**src/rtl/seq_stage_ctrl_if.sv**
```systemverilog
// Data-memory handshake between the SEQ stage sequencer (master) and the
// data memory (slave).
interface seq_stage_ctrl_if;
    logic mem_req;
    logic mem_ready;
    logic dmem_error;

    modport master (
        output mem_req,
        input  mem_ready,
        input  dmem_error
    );

    modport slave (
        input  mem_req,
        output mem_ready,
        output dmem_error
    );
endinterface

```
**src/rtl/seq_stage_ctrl.sv**
```systemverilog
// Multi-cycle sequencer for the Y86-64 SEQ datapath: owns the PC, walks each
// instruction through F/D/E/M/W/PC-update and records halt/fault status.

module seq_stage_ctrl_chk (
    input logic       clk,
    input logic       rst,
    input logic [5:0] stage_en,
    input logic       mem_req,
    input logic       halted
);
    a_stage_onehot: assert property (@(posedge clk) disable iff (rst) $onehot0(stage_en));
    a_halt_quiet:   assert property (@(posedge clk) disable iff (rst) halted |-> (stage_en == 6'b000000));
    a_req_in_mem:   assert property (@(posedge clk) disable iff (rst) mem_req |-> (stage_en == 6'b001000));
endmodule

module seq_stage_ctrl #(
    parameter logic [63:0] RESET_PC    = 64'h0,
    parameter int unsigned MEM_TIMEOUT = 15
) (
    input  logic                    clk,
    input  logic                    rst,
    input  logic                    start,
    input  logic [3:0]              icode,
    input  logic                    instr_valid,
    input  logic                    imem_error,
    input  logic [63:0]             newpc,
    seq_stage_ctrl_if.master        dmem,
    output logic [63:0]             pc,
    output logic [5:0]              stage_en,
    output logic [2:0]              stat,
    output logic                    halted,
    output logic [31:0]             instr_cnt
);

    localparam logic [3:0] IHALT   = 4'h0;
    localparam logic [3:0] IRMMOVQ = 4'h4;
    localparam logic [3:0] IMRMOVQ = 4'h5;
    localparam logic [3:0] ICALL   = 4'h8;
    localparam logic [3:0] IRET    = 4'h9;
    localparam logic [3:0] IPUSHQ  = 4'hA;
    localparam logic [3:0] IPOPQ   = 4'hB;

    localparam logic [2:0] STAT_AOK = 3'd1;
    localparam logic [2:0] STAT_HLT = 3'd2;
    localparam logic [2:0] STAT_ADR = 3'd3;
    localparam logic [2:0] STAT_INS = 3'd4;

    // Waiting counter value seen on the last MEM cycle allowed before timeout.
    localparam logic [7:0] TMO_LAST = 8'(MEM_TIMEOUT - 1);

    typedef enum logic [2:0] {
        S_IDLE   = 3'd0,
        S_FETCH  = 3'd1,
        S_DECODE = 3'd2,
        S_EXEC   = 3'd3,
        S_MEM    = 3'd4,
        S_WB     = 3'd5,
        S_PCUPD  = 3'd6,
        S_HALTED = 3'd7
    } state_t;

    state_t      state_r;
    state_t      state_next_s;
    logic [3:0]  icode_r;
    logic [63:0] pc_r;
    logic [2:0]  stat_r;
    logic [2:0]  stat_next_s;
    logic [31:0] instr_cnt_r;
    logic [7:0]  tmo_r;
    logic [7:0]  tmo_next_s;
    logic [5:0]  stage_en_r;
    logic        mem_req_r;
    logic        halted_r;
    logic        retire_s;
    logic        latch_icode_s;

    function automatic logic is_mem_icode(input logic [3:0] ic);
        logic r;
        case (ic)
            IRMMOVQ, IMRMOVQ, ICALL, IRET, IPUSHQ, IPOPQ: r = 1'b1;
            default:                                      r = 1'b0;
        endcase
        return r;
    endfunction

    function automatic logic [5:0] stage_decode(input state_t st);
        logic [5:0] r;
        case (st)
            S_FETCH:  r = 6'b000001;
            S_DECODE: r = 6'b000010;
            S_EXEC:   r = 6'b000100;
            S_MEM:    r = 6'b001000;
            S_WB:     r = 6'b010000;
            S_PCUPD:  r = 6'b100000;
            default:  r = 6'b000000;
        endcase
        return r;
    endfunction

    // Next-state, status and timeout decisions for the stage sequencer.
    always_comb begin
        state_next_s  = state_r;
        stat_next_s   = stat_r;
        tmo_next_s    = tmo_r;
        retire_s      = 1'b0;
        latch_icode_s = 1'b0;
        case (state_r)
            S_IDLE: begin
                if (start) begin
                    state_next_s = S_FETCH;
                end else begin
                    state_next_s = S_IDLE;
                end
            end
            S_FETCH: begin
                // Fault priority: fetch address fault, then illegal code, then halt.
                if (imem_error) begin
                    state_next_s = S_HALTED;
                    stat_next_s  = STAT_ADR;
                end else if (!instr_valid) begin
                    state_next_s = S_HALTED;
                    stat_next_s  = STAT_INS;
                end else if (icode == IHALT) begin
                    state_next_s = S_HALTED;
                    stat_next_s  = STAT_HLT;
                end else begin
                    state_next_s  = S_DECODE;
                    latch_icode_s = 1'b1;
                end
            end
            S_DECODE: state_next_s = S_EXEC;
            S_EXEC: begin
                state_next_s = S_MEM;
                tmo_next_s   = 8'd0;
            end
            S_MEM: begin
                if (is_mem_icode(icode_r)) begin
                    if (dmem.mem_ready) begin
                        if (dmem.dmem_error) begin
                            state_next_s = S_HALTED;
                            stat_next_s  = STAT_ADR;
                        end else begin
                            state_next_s = S_WB;
                        end
                    end else if (tmo_r == TMO_LAST) begin
                        state_next_s = S_HALTED;
                        stat_next_s  = STAT_ADR;
                    end else begin
                        state_next_s = S_MEM;
                        tmo_next_s   = tmo_r + 8'd1;
                    end
                end else begin
                    state_next_s = S_WB;
                end
            end
            S_WB:     state_next_s = S_PCUPD;
            S_PCUPD: begin
                state_next_s = S_FETCH;
                retire_s     = 1'b1;
            end
            S_HALTED: state_next_s = S_HALTED;
            default:  state_next_s = S_IDLE;
        endcase
    end

    // State register.
    always_ff @(posedge clk) begin
        if (rst) begin
            state_r <= S_IDLE;
        end else begin
            state_r <= state_next_s;
        end
    end

    // Architectural registers and registered outputs, decoded from next state.
    always_ff @(posedge clk) begin
        if (rst) begin
            pc_r        <= RESET_PC;
            stat_r      <= STAT_AOK;
            instr_cnt_r <= 32'd0;
            icode_r     <= 4'h0;
            tmo_r       <= 8'd0;
            stage_en_r  <= 6'b000000;
            mem_req_r   <= 1'b0;
            halted_r    <= 1'b0;
        end else begin
            if (retire_s) begin
                pc_r        <= newpc;
                instr_cnt_r <= instr_cnt_r + 32'd1;
            end
            if (latch_icode_s) begin
                icode_r <= icode;
            end
            stat_r     <= stat_next_s;
            tmo_r      <= tmo_next_s;
            stage_en_r <= stage_decode(state_next_s);
            mem_req_r  <= (state_next_s == S_MEM) && is_mem_icode(icode_r);
            halted_r   <= (state_next_s == S_HALTED);
        end
    end

    assign pc           = pc_r;
    assign stage_en     = stage_en_r;
    assign stat         = stat_r;
    assign halted       = halted_r;
    assign instr_cnt    = instr_cnt_r;
    assign dmem.mem_req = mem_req_r;

    seq_stage_ctrl_chk u_chk (
        .clk      (clk),
        .rst      (rst),
        .stage_en (stage_en_r),
        .mem_req  (mem_req_r),
        .halted   (halted_r)
    );

endmodule

```
**src/flat_wrapper.sv**
```systemverilog
// flat-port wrapper written by rule: the top's interface ports become plain ports
module seq_stage_ctrl_flat 
#(
    parameter logic [63:0] RESET_PC    = 64'h0,
    parameter int unsigned MEM_TIMEOUT = 15
)
  (clk, rst, start, icode, instr_valid, imem_error, newpc, pc, stage_en, stat, halted, instr_cnt, dmem_mem_req, dmem_mem_ready, dmem_dmem_error);
  seq_stage_ctrl_if dmem_i ();
  input  logic clk;
  input  logic rst;
  input  logic start;
  input  logic [3:0] icode;
  input  logic instr_valid;
  input  logic imem_error;
  input  logic [63:0] newpc;
  output logic [63:0] pc;
  output logic [5:0] stage_en;
  output logic [2:0] stat;
  output logic halted;
  output logic [31:0] instr_cnt;
  output wire logic [$bits(dmem_i.mem_req)-1:0] dmem_mem_req;
  input wire logic [$bits(dmem_i.mem_ready)-1:0] dmem_mem_ready;
  input wire logic [$bits(dmem_i.dmem_error)-1:0] dmem_dmem_error;
  assign dmem_mem_req = dmem_i.mem_req;
  assign dmem_i.mem_ready = dmem_mem_ready;
  assign dmem_i.dmem_error = dmem_dmem_error;
  seq_stage_ctrl #(.RESET_PC(RESET_PC), .MEM_TIMEOUT(MEM_TIMEOUT)) u_core (.clk(clk), .rst(rst), .start(start), .icode(icode), .instr_valid(instr_valid), .imem_error(imem_error), .newpc(newpc), .dmem(dmem_i), .pc(pc), .stage_en(stage_en), .stat(stat), .halted(halted), .instr_cnt(instr_cnt));
endmodule
```
**config.mk**
```make
export PLATFORM = sky130hd
export DESIGN_NAME = seq_stage_ctrl_flat
export DESIGN_NICKNAME = d
export VERILOG_FILES = /design/src/rtl/seq_stage_ctrl_if.sv /design/src/rtl/seq_stage_ctrl.sv /design/src/flat_wrapper.sv
export SDC_FILE = /design/constraint.sdc
export NUM_CORES = 1
export LEC_CHECK = 0
export CORE_AREA = 10 10 138 140
export CTS_BUF_LIST = sky130_fd_sc_hd__clkbuf_8
export CTS_CLUSTER_DIAMETER = 100
export CTS_CLUSTER_SIZE = 24
export DETAILED_ROUTE_END_ITERATION = 7
export DIE_AREA = 0 0 148 150
export PLACE_DENSITY = 0.62
export SLEW_MARGIN = 20
export SYNTH_ARGS = -nofsm -noshare
export SYNTH_HDL_FRONTEND = slang
export SYNTH_SLANG_ARGS = --single-unit
```
**constraint.sdc**
```tcl
create_clock -name clk -period 1.9 [get_ports clk]
set_input_delay 0.38 -clock clk [delete_from_list [all_inputs] [get_ports clk]]
set_output_delay 0.38 -clock clk [all_outputs]
set_load 0.05 [all_outputs]
```
==> results by group <==
Worst setup path
  – Worst path buffer plus inverter count: 1
  – Worst-path maximum fanout: 9
  – CP delay by family, top: simple AND/OR/NAND/NOR gates
  – Crit-path slowest cell: or4b_4
  – Setup CP Type: reg -> reg
  – Reg2reg setup slack: 100 ps
  – Reg2Reg Launch Point: u_core.tmo_r[0]
  – R2R cell count: 6
  – Reg2reg end: u_core.tmo_r[0]
  – Startpoint Class: register
  – Crit. End Element: register
  – Arrival time worst endpoint: 2160 ps
  – Delay of the slowest critical-path stage: around 550 ps
  – Worst-path cell chain: inv_1 > ha_1 > and4b_2 > o2bb2ai_4 > or4b_4 > o22ai_1
  – Worst EP required: 2260 ps

STA
  – WHS: 359.0 ps
  – Fmax: between 500 and 600 MHz
  – Period utilization: 0.9474
  – Clk_skew: 15.63 ps
  – RSZ-0062 raised after global routing: no
  – Final worst path period need: approximately 1800 ps
  – Relative slew margins: 0.6530
  – Final hold violation count: 0
  – Worst Tran Pin Value: roughly 520 ps
  – # setup viols final: 0
  – Max Slew Vio Count: 0

Clock tree
  – Clk buf depth: 2
  – CTS sink cnt: 121
  – Worst-Skew Late Latency: around 430 ps
  – Setup Fix Bufs, Post-CTS: 0
  – CTS tree: done
  – CTS buffer count: 17
  – Hold Buf Count CTS: 0
  – CTS clk-pin slew, worst paths: ~80 ps
  – H-Tree Level Count: 4
  – Clock root cell: clkbuf_8

Floorplan
  – Row count: 47
  – Initial Utilization: 0.2926
  – DIE AREA: ~22000 um^2
  – IO Pins: 182
  – Chip Height: around 150 um
  – CORE AREA: about 16000 um^2
  – Die W: roughly 150 um

Synth
  – Mean post-synth cell area: 8.392 um^2
  – Synthesized cell area: roughly 4800 um^2
  – Synth warn: 0
  – Count of cell types in the netlist: 47
  – Asr flop ratio synth: 0
  – Post-synth EDFFs: 0
  – Synth Instances: 570
  – Most common flop cell mapped by yosys: dfxtp_1
  – Share of the yosys chip area belonging to registers: 0.5064
  – Synth Register Bits: around 120
  – Mapped Nets: 648

Power
  – Pwr Density: roughly 800 nW/um^2
  – Lkg Pwr: slightly below 0.003 uW
  – Power Total: 5703 uW
  – Internal power: approximately 4000 uW
  – Switching Fraction: 0.2919
  – VDD IR max: between 300 and 400 uV
  – Net Switching: 1665 uW
  – Clock power frac: 0.348
  – Combinational fraction of design power: 0.181
  – Reg power frac: 0.471

Final layout
  – Commonest non-fill, non-tap cell in the layout: nand2_1
  – Most frequent cells in the layout: nand2_1 (148), buf_4 (116), dfxtp_1 (115), a21oi_1 (75), clkdlybuf4s50_1 (73)
  – Reg area: 2430 um^2
  – Fin nets: approximately 850
  – N_diodes: 0
  – Multi-input logic area: around 2200 um^2
  – Area grow syn2layout: 49.99%
  – Fillers: ~1700
  – Share of layout cells above drive strength 1: 0.2160

Route
  – Drt wl/cell: 14.45 um
  – Remaining DRCs: 0
  – Final ANT Viol Nets: 0
  – Via density: between 4 and 5
  – Via count: 4523
  – TritonRoute pass-1 iters: 4
  – Routed wire length: 14550 um
  – Initial DRC Count: 173

Worst hold path
  – Worst Hold Endpoint: u_core.instr_cnt[9]
  – Hold wc startpoint: rst
  – Hold Crit Class: in -> reg
  – Hold Path Depth: 2

Place
  – DP HPWL: ~11000 um
  – RePlAce Congestion: roughly 0.8
  – # port buffers: 181

Flow run
  – MaxCap Viol Count: 0

Global route
  – Total track usage: 0.1267
  – Largest net degree at the start of global routing: 66
  – Remaining Overflow, GRT: 0
  – First-pass GRT wire length: approximately 23000 um
  – Initial antenna violation count: 0
  – Vias in the first global route: between 4000 and 5000

Run status
  – Status: completed
worst max-delay path by stage:
stage | from | end | slack (ps) | cells after the start
floorplan | u_core.instr_cnt[12] | u_core.instr_cnt[22] | 9 | 6
global placement | icode[3] | u_core.halted | -190 | 8
detailed placement | dmem_mem_ready | u_core.tmo_r[7] | -230 | 6
CTS | u_core.tmo_r[0] | u_core.stage_en[4] | 60 | 7
global route | u_core.state_r[2] | u_core.instr_cnt[26] | 3 | 5
finish | u_core.tmo_r[0] | u_core.tmo_r[0] | 100 | 6
synthesized netlist by cell type (all sizes together), types with 2 or more instances:
cell / instances / area share
a211oi: 4 / 0.0063
a21oi: 75 / 0.078
and2: 2 / 0.0026
and3: 4 / 0.0052
and3b: 2 / 0.0037
and4: 2 / 0.0037
buf: 11 / 0.012
clkbuf: 20 / 0.016
dfxtp: 121 / 0.51
ha: 3 / 0.0078
inv: 7 / 0.0055
nand2: 149 / 0.12
nand2b: 3 / 0.0039
nand3: 16 / 0.017
nand4: 16 / 0.021
nor2: 51 / 0.041
nor2b: 4 / 0.0052
nor3: 9 / 0.012
nor3b: 2 / 0.0031
nor4: 6 / 0.015
o21ai: 5 / 0.0052
o32ai: 2 / 0.0037
or2: 3 / 0.0039
or3: 2 / 0.0026
xnor2: 11 / 0.020
xor2: 25 / 0.046
logic make-up (layout without fill, tap and decap cells):
kind of cell / Yosys count / in the layout / synth area share
simple gates: 275 / 275 / 0.2684
flops: 121 / 121 / 0.5064
compound gates: 97 / 97 / 0.1182
buf+inv: 38 / 255 / 0.03322
xor+xnor: 36 / 36 / 0.06592
fa+ha+maj: 3 / 3 / 0.007848
layer usage:
layer,track usage,vias to the layer above,wire (um)
met5,0,-,0
met4,0.05649,0,200
met3,0.04710,17,1052
met2,0.1937,117,6699
met1,0.1559,2063,6598
li1,-,2326,-
layout make-up:
type,instances,share of cell area
repair buffers,218,0.2649
clock buffers,17,0.03261
well taps,220,0.03837
inverters,7,0.003662
flip-flops and latches,121,0.3387
clock inverters,13,0.01308
multi-input cells,411,0.3087
through the flow:
step | cell area, um^2 | util | setup WS, ps | TNS [ps] | cells
6_report | 7174 | 0.4388 | 100.0 | 0 | 1007
5_1_grt | 7174 | 0.4388 | 3.321 | 0 | 1007
4_1_cts | 7169 | 0.4385 | 60.99 | 0 | 1007
3_5_place_dp | 6873 | 0.4204 | -230.0 | -2679 | 977
3_3_place_gp | 6873 | 0.4204 | -193.0 | -1709 | 977
2_1_floorplan | 4791 | - | 9.228 | 0 | 570
power by group through the flow:
| stage | combinational (uW) | sequential [uW] | clock, uW |
|---|---|---|---|
| after floorplan | 357 | 2970 | 0 |
| after global placement | 1060 | 2740 | 0 |
| after detailed placement | 1050 | 2740 | 0 |
| after CTS | 1050 | 2690 | 2090 |
| after global routing | 1120 | 2700 | 2200 |
| final | 1030 | 2680 | 1980 |
timing repair:
| item | 4_1_cts | 5_1_grt |
|---|---|---|
| resized for setup | 25 | 2 |
| hold endpoints to repair | 0 | 0 |
| pin swaps | 0 | 1 |
| setup endpoints to repair | 25 | 5 |
| cloned | 0 | 0 |
flip-flops by register name (all words and copies together) (netlist names):
signal and count:
u_core.stat 3, u_core.instr_cnt 32, u_core.stage_en 6, u_core.icode_r 3, u_core.state_r 3, u_core.halted 1, u_core.dmem.mem_req 1, u_core.pc 64
u_core.tmo_r 8
(Power assumes the default switching activity.)
